File: config.mk
export PLATFORM = sky130hd
export DESIGN_NAME = clk_div_monitor
export DESIGN_NICKNAME = d
export VERILOG_FILES = /design/src/rtl/clk_div_monitor.sv
export SDC_FILE = /design/constraint.sdc
export NUM_CORES = 1
export LEC_CHECK = 0
export ABC_CLOCK_PERIOD_IN_PS = 5100
export CAP_MARGIN = 10
export CORE_MARGIN = 2
export CORE_UTILIZATION = 55
export DETAILED_ROUTE_END_ITERATION = 6
export GPL_ROUTABILITY_DRIVEN = 0
export MAX_ROUTING_LAYER = met4
export PLACE_DENSITY_LB_ADDON = 0.15
export SKIP_CTS_REPAIR_TIMING = 1
export SYNTH_ARGS = -nofsm -noshare
export SYNTH_HDL_FRONTEND = slang
export SYNTH_SLANG_ARGS = --single-unit
File: constraint.sdc
create_clock -name clk -period 5.1 [get_ports clk]
set_clock_uncertainty 0.1 [all_clocks]
set_input_delay 0.765 -clock clk [delete_from_list [all_inputs] [get_ports clk]]
set_output_delay 0.765 -clock clk [all_outputs]
set_load 0.01 [all_outputs]
File: src/rtl/clk_div_monitor.sv
// Measures the high time, low time and period of an asynchronous divided clock,
// checks each period against an expected value and tracks lock / timeout status.
module clk_div_monitor #(
  parameter int CNT_W    = 8,
  parameter int LOCK_CNT = 4
) (
  input  logic             clk,
  input  logic             reset_L,
  input  logic             sig_in,
  input  logic [CNT_W:0]   exp_period,
  input  logic [CNT_W:0]   tol,
  output logic [CNT_W-1:0] high_cnt,
  output logic [CNT_W-1:0] low_cnt,
  output logic [CNT_W:0]   period,
  output logic             meas_valid,
  output logic             locked,
  output logic             period_err,
  output logic             timeout,
  output logic [1:0]       dbg_state
);

  localparam int MW = $clog2(LOCK_CNT + 1);
  localparam logic [CNT_W-1:0] CNT_MAX  = '1;
  localparam logic [MW-1:0]    LOCK_MAX = MW'(LOCK_CNT);

  typedef enum logic [1:0] {
    IDLE      = 2'd0,
    WAIT_RISE = 2'd1,
    MEAS_HIGH = 2'd2,
    MEAS_LOW  = 2'd3
  } state_t;

  state_t         state;
  logic           s1, s2, s3;
  logic           rise, fall;
  logic [CNT_W-1:0] hcnt, lcnt;
  logic [MW-1:0]  match;
  logic [CNT_W:0] period_next;
  logic [CNT_W:0] diff;
  logic           in_tol;
  logic           sat;

  assign rise        = s2 & ~s3;
  assign fall        = ~s2 & s3;
  assign period_next = {1'b0, hcnt} + {1'b0, lcnt};
  assign diff        = (period_next >= exp_period) ? (period_next - exp_period)
                                                   : (exp_period - period_next);
  assign in_tol      = (diff <= tol);
  assign dbg_state   = state;

  // A saturated counter with no edge this cycle means the signal has stalled.
  always_comb begin
    sat = 1'b0;
    if (state == MEAS_HIGH)
      sat = (hcnt == CNT_MAX) && !fall;
    else if (state != IDLE)
      sat = (lcnt == CNT_MAX) && !rise;
  end

  always_ff @(posedge clk or negedge reset_L) begin
    if (!reset_L) begin
      s1         <= 1'b0;
      s2         <= 1'b0;
      s3         <= 1'b0;
      state      <= IDLE;
      hcnt       <= '0;
      lcnt       <= '0;
      match      <= '0;
      high_cnt   <= '0;
      low_cnt    <= '0;
      period     <= '0;
      meas_valid <= 1'b0;
      locked     <= 1'b0;
      period_err <= 1'b0;
      timeout    <= 1'b0;
    end else begin
      s1         <= sig_in;
      s2         <= s1;
      s3         <= s2;
      meas_valid <= 1'b0;
      period_err <= 1'b0;

      if (rise)
        hcnt <= CNT_W'(1);
      else if (state == MEAS_HIGH && s2 && hcnt != CNT_MAX)
        hcnt <= hcnt + 1'b1;

      if (fall)
        lcnt <= CNT_W'(1);
      else if ((state == MEAS_LOW || state == WAIT_RISE) && !s2 && lcnt != CNT_MAX)
        lcnt <= lcnt + 1'b1;

      if (sat) begin
        timeout <= 1'b1;
        locked  <= 1'b0;
        match   <= '0;
        state   <= IDLE;
      end else begin
        unique case (state)
          IDLE:      if (fall) state <= WAIT_RISE;
          WAIT_RISE: if (rise) state <= MEAS_HIGH;
          MEAS_HIGH: if (fall) state <= MEAS_LOW;
          MEAS_LOW: begin
            if (rise) begin
              state      <= MEAS_HIGH;
              high_cnt   <= hcnt;
              low_cnt    <= lcnt;
              period     <= period_next;
              meas_valid <= 1'b1;
              timeout    <= 1'b0;
              // Lock is only re-evaluated here, so limit changes land on a measurement.
              if (in_tol) begin
                if (match != LOCK_MAX) match <= match + 1'b1;
                locked <= (match >= LOCK_MAX - 1'b1);
              end else begin
                period_err <= 1'b1;
                match      <= '0;
                locked     <= 1'b0;
              end
            end
          end
        endcase
      end
    end
  end

endmodule

# After elaboration in Yosys (flattened, before gate mapping)
# Cells that the tools add are included.
# word_totals
regBits,53
inputBits,21
# op_classes
add_sub_neg,6
n_lt_le_gt_ge,3
eq_ne,12
muxes,31
n_bitwise,5
reduce_logical,21
# ops
op,n
8-bit 2-to-1 mux,4
9-bit subtractor,2
"8-bit by 1-bit adder with 8-bit output, second input constant",2
"8-bit == test, second input constant",2
1-bit 2-to-1 mux,16
"8-bit inequality test, second input constant",2
3-bit 2-to-1 mux,5
2-bit nonzero test,5
8-bit by 8-bit adder with 9-bit output,1
9-bit >= comparator,1
9-bit <= comparator,1
9-bit 2-to-1 mux,1
"3-bit inequality test, second input constant",3
3-bit AND reduction,3
2-bit 2-to-1 mux,4
1-bit logical AND,6
"3-bit by 1-bit inequality test with 1-bit output, second input constant",2
2-bit one-hot mux with 3 select lines,1
"2-bit == test, second input constant",2
"3-bit by 1-bit adder with 3-bit output, second input constant",1
"3-bit by 2-bit >= comparator with 1-bit output, second input constant",1
1-bit logical NOT,3
1-bit inverter,3
1-bit AND,2
5 further kinds,5

# Longest topological paths before layout
# Gate-level depths: netlist of the first run.
# depth
ltp_word,8
ltp_mapped,23
depth_no_buf,23

# Worst setup path after synthesis of the first run
# No wires, ideal clock.
# synth_timing
path_type,register to register
start,register hcnt[0]
end,register match[2]
setup_time_ns,0.104
t_arrival_ns,4.238
required_time_ns,4.896
slack_ns,0.659
stages_incl_launch_ff,22
n_path_buf,0
cell_sequence,dfrtp_1 ha_1 inv_1 fa_1 nor2b_1 o21ai_1 a21boi_1 o31a_1 a21oi_1 ha_1 nand2_1 nor3_1 o41ai_2 o21ai_4 mux2i_1 xor2_1 ha_1 nand4_1 o31a_1 and2_2 or3_1 o311ai_1
# synth_between
elab_chain_len,8
word_cells_on_any_way,17
# synth_lines
element,line_no,rtl
start: declaration,36,"logic [CNT_W-1:0] hcnt, lcnt;"
start signal: assignment,86,hcnt <= hcnt + 1'b1;
8-bit by 8-bit adder with 9-bit output (*),45,"assign period_next = {1'b0, hcnt} + {1'b0, lcnt};"
via period_next[6],38,logic [CNT_W:0] period_next;
"9-bit subtractor, or another cell as far along",47,: (exp_period - period_next);
9-bit 2-to-1 mux (*),46,assign diff = (period_next >= exp_period) ? (period_next - exp_period)
9-bit <= comparator (*),48,assign in_tol = (diff <= tol);
3-bit 2-to-1 mux,112,if (in_tol) begin
3-bit 2-to-1 mux,104,if (rise) begin
3-bit 2-to-1 mux,99,unique case (state)
3-bit 2-to-1 mux,93,if (sat) begin
end signal: assignment,113,if (match != LOCK_MAX) match <= match + 1'b1;
end: declaration,37,logic [MW-1:0] match;
# The timed path passes the listed nets; every way through them passes the cells marked *. The select of a mux whose other input is x is not followed.
# A chain may end at the register's enable or synchronous reset.

# Worst setup path in the final report of the first run
# layout_timing
start,register lcnt[3]
end,register match[2]
# layout_between
elab_chain_len,8
word_cells_on_any_way,18
# layout_lines
element,line_no,rtl
start: declaration,36,
start signal: assignment,91,lcnt <= lcnt + 1'b1;
8-bit by 8-bit adder with 9-bit output (*),45,
via period_next[7],38,
"9-bit subtractor, or another cell as far along",47,
9-bit 2-to-1 mux (*),46,
9-bit <= comparator (*),48,
3-bit 2-to-1 mux,112,
3-bit 2-to-1 mux,104,
3-bit 2-to-1 mux,99,
3-bit 2-to-1 mux,93,
# Marked as above.

==> metrics.txt, run 1 <==
Critical Path RT=5.22 ns; Worst-Skew Late Latency=0.32 ns; Routed WL=8.10 mm; Area growth syn-to-layout=19.3%; max cap viols=0; CTS Sinks=53; syn avg cell area=9.04 µm²; Worst-path clk slew=between 0.1 and 0.15 ns; htree depth=2; Gate power share=47.8%; switching power=612 µW; synthesized area=3650 µm²; Min Hold Slack=0.259 ns; Via density=5.59; share of cells above drive strength 1=7.66%; row count=29; Filler Cells Inserted=508; Post-synth EDFFs=0; FF-to-FF path depth=21; DIE WIDTH=85.5 µm; IR Drop Worst-Case VDD=0.285 mV; Tmin final=a little under 5 ns; sequential power share=35.1%; Hold Violations, Final=0; First-pass DRT Iterations=4; worst-margin pin slew=0.875 ns; Power, Total=1.53 mW; DIE AREA=7310 µm²; Initial Utilization=57.2%; part of the Yosys area used for sequential elements=36.3%; CTS tree=done; Clock power frac=between 10% and 20%; Routed Antenna Nets=0; DIE HEIGHT=85.5 µm; final routed DRC violation total=0; Buffers on Ports=just over 50; core area=6390 µm²; warnings from Yosys=0; Max Slew Vio Count=0; detailed placement HPWL=between 6 and 7 mm; setup ws final=0.259 ns; internal power=914 µW; GRT Total Usage=23.8%; initial DRC count=134; worst r2r dst=match[2]; Pwr Density=350 nW/µm²; CTS buffer count=5; nets@finish=between 500 and 600; Synth Net Count=around 470; critical path endpoint category=flip-flop; Final setup viols=0; HP Start=s1; Rel. slew slack=41.5%; per-cell routed wire length=15.2 µm; R2R Path Start=lcnt[3]; top_reg_cell synth=dfrtp_1; Unique masters post-synth=51; I/O Pins=52; Final Instance Area=~4400 µm²; initial antenna violation count=0; outcome=finished, final reports clean; Leak=2.14 nW; Hold Path Stages=0; CP Class=flip-flop to flip-flop; ant diodes=0; number of synthesized register bits=53; pre-CTS setup slack=0.215 ns; FMAX=0.207 GHz; final worst path period share=94.9%; Root Buffer=clkbuf_8; first-pass GRT wire length=13.5 mm; gr ovfl total=0; crit path DAT=4.96 ns; largest net degree at the start of global routing=54; worst hold endpoint=s2; detailed-route via count=2,987; Startpoint Class=flip-flop; hold crit path type=flip-flop to flip-flop; clock tree buffer depth=2; Post-synth ARST share=100%; cell count after synthesis=404; sw frac=40.1%; r2r setup slk=0.26 ns; vias in the first global route=~2,900; Placed Area=4210 µm²; Worst Path Max Fanout=7
## sequential cells by signal, indices dropped and copies added (netlist names)
signal,cells
dbg_state,2
hcnt,8
high_cnt,8
lcnt,8
locked,1
low_cnt,8
match,3
meas_valid,1
period,9
period_err,1
s1,1
s2,1
s3,1
timeout,1
## Yosys cell counts, types with 3 or more instances
library cell  count  area (µm²)
xnor2_1          10        87.6
or3_1             4        25.0
nor2b_1           4        25.0
mux2i_1           7        70.1
nor3_1            5        25.0
xor2_1           15         131
a21o_1            5        37.5
dfrtp_1          53        1330
buf_2             4        20.0
nand4_1           6        37.5
nand3b_1          3        22.5
o211ai_1          4        30.0
a21oi_1          18        90.1
nand2_1          74         278
buf_6             3        33.8
nor2_1           28         105
clkbuf_1          5        18.8
o31a_1            3        26.3
nand2b_1          6        37.5
inv_1            38         143
nand3_1          12        60.1
o21a_1            4        30.0
o21ai_1           3        15.0
and3_1            4        25.0
ha_1             40         500
o21ai_0          12        60.1
fa_1              3        60.1
## cells by family after synthesis
group	after synthesis	share of synthesized area, %
and+or+nand+nor	152	19.4
AOI/OAI and AO/OA	73	15.0
DFF	53	36.3
buffers and inverters	51	5.99
adders and majority gates	43	15.3
xor gates and xnor gates	25	5.99
muxes	7	1.92
## per-layer routing
| layer | track usage, % | up-vias | wire length (µm) |
|---|---|---|---|
| li1 | - | 1468 | - |
| met4 | 4.18 | 0 | 46 |
| met2 | 37.7 | 68 | 3910 |
| met3 | 3.27 | 6 | 343 |
| met5 | - | - | 0 |
| met1 | 33.3 | 1445 | 3810 |
## worst max path at each step
stage / slack (ns) / cells past startpoint / startpoint / to
after global routing: -0.02 / 22 / hcnt[0] / match[2]
after global placement: 0.37 / 22 / hcnt[0] / match[2]
final: 0.26 / 21 / lcnt[3] / match[2]
after CTS: 0.17 / 22 / hcnt[0] / match[2]
after floorplan: 0.66 / 21 / hcnt[0] / match[2]
after detailed placement: 0.21 / 22 / hcnt[0] / match[2]
## placed cells by master (no fill, tap or decap), types with 2 or more instances in the layout
master,count
nand2_1,74
dfrtp_1,51
clkdlybuf4s50_1,50
ha_1,39
inv_1,38
nor2_1,27
a21oi_1,17
xor2_1,15
nand3_1,12
o21ai_0,12
xnor2_1,9
mux2i_1,7
nand2b_1,6
nand4_1,6
buf_4,6
a21o_1,5
clkbuf_8,5
nor2b_1,4
o21a_1,4
nor3_1,4
o211ai_1,4
or3_1,4
and3_1,4
o31a_1,3
nand3b_1,3
o21ai_1,3
fa_1,3
a211oi_1,2
o21bai_1,2
o41ai_1,2
and4_4,2
a41oi_2,2
o31ai_1,2
a31o_1,2
dfrtp_2,2
## power groups by stage
stage / registers, mW / logic [mW] / clock network (mW)
floorplan: 0.547 / 0.486 / 0
global placement: 0.541 / 0.692 / 0
detailed placement: 0.543 / 0.717 / 0
CTS: 0.535 / 0.722 / 0.268
global route: 0.545 / 0.821 / 0.283
finish: 0.535 / 0.730 / 0.260
## through the flow
step / util (%) / setup TNS (ns) / instances
after floorplan: - / 0 / 404
after global placement: 65.9 / 0 / 523
after detailed placement: 65.9 / 0 / 523
after CTS: 67.4 / 0 / 531
after global routing: 68.3 / -0.0160 / 534
final: 68.3 / 0 / 534
## worst max-delay path: stages (launching register included)
cell and delay [ns]:
dfrtp_1 0.49, ha_1 0.38, nand3_1 0.11, o211ai_1 0.11
or3_1 0.32, a21o_1 0.21, xnor2_2 0.20, inv_1 0.07
ha_2 0.40, nor3_1 0.07, nor2_1 0.17, o41ai_4 0.13
o21ai_4 0.12, buf_4 0.18, mux2i_1 0.21, xnor2_1 0.13
ha_1 0.29, nand4_1 0.11, o31a_1 0.30, and2_2 0.22
or3_1 0.32, o311ai_1 0.09
## layout make-up
class / instances / area (µm²) / area share [%]
multi-input cells: 300 / 2140 / 49.1
flip-flops and latches: 53 / 1330 / 30.5
repair buffers: 57 / 551 / 12.6
inverters: 39 / 146 / 3.36
well taps: 77 / 96.3 / 2.21
clock buffers: 5 / 68.8 / 1.58
clock inverters: 3 / 28.8 / 0.660
Power figures use the tool's default switching activity.
==> run 2, diff against run 1 <==
--- a/config.mk
+++ b/config.mk
@@ -5,7 +5,7 @@
 export SDC_FILE = /design/constraint.sdc
 export NUM_CORES = 1
 export LEC_CHECK = 0
-export ABC_CLOCK_PERIOD_IN_PS = 5100
+export ABC_CLOCK_PERIOD_IN_PS = 5350
 export CAP_MARGIN = 10
 export CORE_MARGIN = 2
 export CORE_UTILIZATION = 55
==> constraint.sdc (replaced) <==
create_clock -name clk -period 5.35 [get_ports clk]
set_clock_uncertainty 0.1 [all_clocks]
set_input_delay 0.8025 -clock clk [delete_from_list [all_inputs] [get_ports clk]]
set_output_delay 0.8025 -clock clk [all_outputs]
set_load 0.1 [all_outputs]
==> metrics.txt, run 2 (synthesis gave the netlist of run 1 again) <==
outcome=finished, final reports clean; FF-to-FF path depth=22; gr ovfl total=0; Routed Antenna Nets=0; DIE WIDTH=85.5 µm; FF/Latch Area=1330 µm²; Routed WL=7.95 mm; Root Buffer=clkbuf_8; CP Class=flip-flop to flip-flop; max reg flops=9; CTS buffer count=5; pre-CTS setup slack=roughly 0.42 ns; FMAX=0.202 GHz; wire length on met2=3.70 mm; Final setup viols=0; htree depth=2; most frequent CP cell=ha_1; detailed-route via count=~3,000; CTS tree=done; final routed DRC violation total=0; Startpoint Class=flip-flop; IR Drop Worst-Case VDD=between 0.3 and 0.4 mV; Worst Path Max Fanout=6; R2R Path Start=lcnt[0]; final worst path period share=92.5%; Via density=5.51; initial DRC count=between 100 and 150; Max Used Layer=met4; core area=6390 µm²; Filler Cells Inserted=550; crit path DAT=just over 5 ns; r2r setup slk=approximately 0.4 ns; detailed placement HPWL=6.17 mm; CTS Sinks=53; per-cell routed wire length=14.9 µm; Buffers on Ports=51; largest net degree at the start of global routing=54; Area growth syn-to-layout=17.7%; initial antenna violation count=0; Setup crit end=match[2]; commonest cells after routing, fill and taps aside=nand2_1, dfrtp_1, clkdlybuf4s50_1; clock tree buffer depth=2; first-pass GRT wire length=13.4 mm; Initial Utilization=57.2%; hold crit path type=flip-flop to flip-flop; critical path endpoint category=flip-flop; Tmin final=around 5 ns; setup ws final=0.400 ns; Worst-Skew Late Latency=between 0.3 and 0.4 ns; nets@finish=518; vias in the first global route=2,821; Leak=between 2 and 2.5 nW; WL met3=between 200 and 250 µm; Placed Area=between 4000 and 5000 µm²; Critical Path RT=roughly 5.5 ns; Largest Register=period; worst-margin pin slew=around 0.98 ns; Final Instance Area=4300 µm²; Worst-path clk slew=roughly 0.10 ns; Pwr Density=383 nW/µm²; GRT Total Usage=23.6%; DIE HEIGHT=about 86 µm; worst path cell trace=ha_1 -> inv_1 -> fa_1 -> nor2b_1 -> o21ai_1 -> a21boi_1 -> o31a_1 -> a21oi_1 -> ha_1 -> nand2_1 -> nor3_1 -> o41ai_2 -> o21ai_4 -> mux2i_1 -> xor2_1 -> ha_1 -> a21oi_1 -> o211ai_1 -> o31a_1 -> and2_2 -> or3_1 -> o311ai_1; critical path's largest stage delay=around 0.44 ns; Hold Violations, Final=0; area of the multi-input gates=2110 µm²; worst r2r dst=match[2]; ant diodes=0; Max Slew Vio Count=0; CP max-delay cell=dfrtp_1; First-pass DRT Iterations=4; commonest non-fill, non-tap cell in the layout=nand2_1; Rel. slew slack=about a third; Critical Path Source=lcnt[0]; DIE AREA=roughly 7300 µm²; row count=29; I/O Pins=52; share of cells above drive strength 1=5.71%; max cap viols=0; wl on met1=3.95 mm
==> run 2: changes by cell type in the layout (fill, tap and decap cells not counted), sizes merged <==
cell / previous run / this run
clkinv: 1 / 2
inv: 41 / 39
buf: 7 / 5
clkinvlp: 0 / 1
==> run 2: report_power, final <==
group	total (mW)	internal [mW]	switching, mW	leakage, nW
clock	0.223	0.0906	0.133	0.0439
combinational	0.912	0.307	0.605	1.38
sequential	0.511	0.457	0.0539	0.697
==> run 2: area by class of cell <==
class                   count  share of cell area, %
inverters                  39                   3.41
flip-flops and latches     53                   30.8
clock inverters             3                  0.407
multi-input cells         300                   49.0
repair buffers             55                   12.5
clock buffers               5                   1.60
well taps                  77                   2.24
==> run 2: worst min path at each step <==
| stage | from | endpoint | slack (ns) | depth (start not counted) |
|---|---|---|---|---|
| floorplan | s1 | s2 | 0.23 | 0 |
| global placement | s1 | s2 | 0.23 | 0 |
| detailed placement | s1 | s2 | 0.24 | 0 |
| CTS | s1 | s2 | 0.26 | 0 |
| global route | s1 | s2 | 0.26 | 0 |
| finish | s1 | s2 | 0.26 | 0 |
==> run 2: metrics by stage <==
stage                     power [mW]  hold WS [ns]  setup TNS, ns  utilization, %  cells
final                           1.65         0.263              0            67.3    532
after global routing            1.76         0.264       -0.00311            67.3    532
after CTS                       1.64         0.258              0            67.1    530
after detailed placement        1.42         0.236              0            65.7    522
after global placement          1.41         0.235              0            65.7    522
after floorplan                 1.21         0.231              0               -    404
==> run 2: per-layer routing <==
| metal | vias to the layer above | track usage, % |
|---|---|---|
| met5 | - | - |
| met4 | 0 | 6.06 |
| met3 | 8 | 2.98 |
| met2 | 56 | 36.9 |
| met1 | 1397 | 33.0 |
| li1 | 1470 | - |
==> run 2: critical path: cells and delay by family (launching register included) <==
kind	cells	cell delay, ns
buffers and inverters	1	0.06
adders and majority gates	4	1.25
DFF	1	0.44
AOI/OAI and AO/OA	10	1.64
muxes	1	0.24
xor gates and xnor gates	1	0.23
and+or+nand+nor	5	0.87
==> run 3, diff against run 2 <==
--- a/config.mk
+++ b/config.mk
@@ -7,6 +7,7 @@
 export LEC_CHECK = 0
 export ABC_CLOCK_PERIOD_IN_PS = 5350
 export CAP_MARGIN = 10
+export CORE_ASPECT_RATIO = 1.2
 export CORE_MARGIN = 2
 export CORE_UTILIZATION = 55
 export DETAILED_ROUTE_END_ITERATION = 6
==> metrics.txt, run 3 (synthesis gave the netlist of run 1 again) <==
CTS tree=done; Post-Route Setup TNS=0 ns; Max Slew Vio Count=0; worst path cell trace=ha_1 -> inv_1 -> fa_1 -> nor2b_1 -> o21ai_1 -> a21boi_1 -> o31a_1 -> a21oi_1 -> ha_1 -> a21o_1 -> o41ai_4 -> o21ai_4 -> buf_4 -> mux2i_1 -> xor2_1 -> ha_1 -> nand3_1 -> o31a_1 -> and2_2 -> or3_1 -> o311ai_1; sw frac=a little under half; I/O Pins=52; clock tree buffer depth=2; detailed-route via count=2,968; most frequent CP cell=ha_1; vias in the first global route=2,956; sequential power share=30.5%; IR Drop Worst-Case VDD=0.330 mV; buffer and inverter count on the worst path=2; max cap viols=0; row count=32; Area growth syn-to-layout=19.5%; largest net degree at the start of global routing=54; HP Start=s1; cell family with most CP delay=compound AO/OA/AOI/OAI gates; Rel. slew slack=between 30% and 40%; Worst-Skew Late Latency=0.30 ns; Routed WL=7.80 mm; max reg flops=9; Via density=5.47; Clock power frac=between 10% and 20%; setup ws final=0.363 ns; gr ovfl total=0; commonest cells after routing, fill and taps aside=nand2_1, dfrtp_1, clkdlybuf4s50_1; per-cell routed wire length=14.4 µm; commonest non-fill, non-tap cell in the layout=nand2_1; FMAX=~0.20 GHz; outcome=finished, final reports clean; nets@finish=521; Startpoint Class=flip-flop; Tmin final=4.99 ns; critical path endpoint category=flip-flop; final worst path period share=93.2%; hold crit path type=flip-flop to flip-flop; Leak=approximately 2.2 nW; pre-CTS setup slack=0.401 ns; Critical Path Source=hcnt[0]; initial antenna violation count=0; crit path DAT=5.10 ns; Final setup viols=0; ant diodes=0; first-pass GRT wire length=13.3 mm; Buffers on Ports=between 50 and 60; Critical Path RT=between 5 and 6 ns; CTS buffer count=5; GRT Total Usage=23.1%; Final Instance Area=between 4000 and 5000 µm²; Worst-path clk slew=0.10 ns; R2R Path Start=hcnt[0]; CP Class=flip-flop to flip-flop; internal power=886 µW; initial DRC count=88; switching power=774 µW; critical path's largest stage delay=about 0.46 ns; Initial Utilization=56.7%; First-pass DRT Iterations=4; htree depth=2; Power, Total=~1.7 mW; DIE WIDTH=a little under 80 µm; Gate power share=between 50% and 60%; DIE AREA=7310 µm²; Worst Path Max Fanout=6; worst-margin pin slew=0.984 ns; Hold Violations, Final=0; Routed Antenna Nets=0; Placed Area=4220 µm²; CTS Sinks=53; share of cells above drive strength 1=roughly 6.6%; DIE HEIGHT=93.3 µm; Pwr Density=380 nW/µm²; detailed placement HPWL=6.01 mm; Root Buffer=clkbuf_8; CP max-delay cell=dfrtp_1; final routed DRC violation total=0; unrepaired setup endpoints after global routing=false; Largest Register=period; core area=~6400 µm²
## run 3: metrics by stage
step                std cells  hold WS [ns]  utilization [%]
floorplan                 404         0.231                -
global placement          532         0.239             65.5
detailed placement        532         0.236             65.5
CTS                       540         0.268             67.1
global route              543         0.278             67.7
finish                    543         0.265             67.7
## run 3: power groups by stage
stage          clock network (mW)  logic, mW  registers [mW]
6_report                    0.251      0.902           0.507
5_1_grt                     0.274      0.997           0.516
4_1_cts                     0.257      0.905           0.507
3_5_place_dp                    0      0.900           0.514
3_3_place_gp                    0      0.893           0.510
2_1_floorplan                   0      0.465           0.744
## run 3: layout make-up
| class | instances | area (µm²) |
|---|---|---|
| multi-input combinational | 300 | 2120 |
| fill | 549 | 2080 |
| inverter | 39 | 146 |
| tap | 85 | 106 |
| timing repair buffer | 58 | 558 |
| sequential | 53 | 1330 |
| clock buffer | 7 | 96.3 |
| clock inverter | 1 | 8.76 |
## run 3: path summary, 6_finish.rpt
kind                               endpoint  depth (start not counted)  slack [ns]
worst max-delay path               match[2]                         21        0.36
worst min-delay path                     s2                          0        0.27
worst max register to register     match[2]                         21        0.36
worst min register to register           s2                          0        0.27
max in group asynchronous         period[4]                          2        4.21
min in group asynchronous       high_cnt[5]                          2        0.50
## run 3: per-layer routing
layer | GRT usage (%) | up-vias | share of wire (%)
li1 | - | 1475 | -
met1 | 28.5 | 1425 | 44
met2 | 40.8 | 58 | 51
met3 | 1.93 | 10 | 2.8
met4 | 6.73 | 0 | 1.7
met5 | - | - | 0
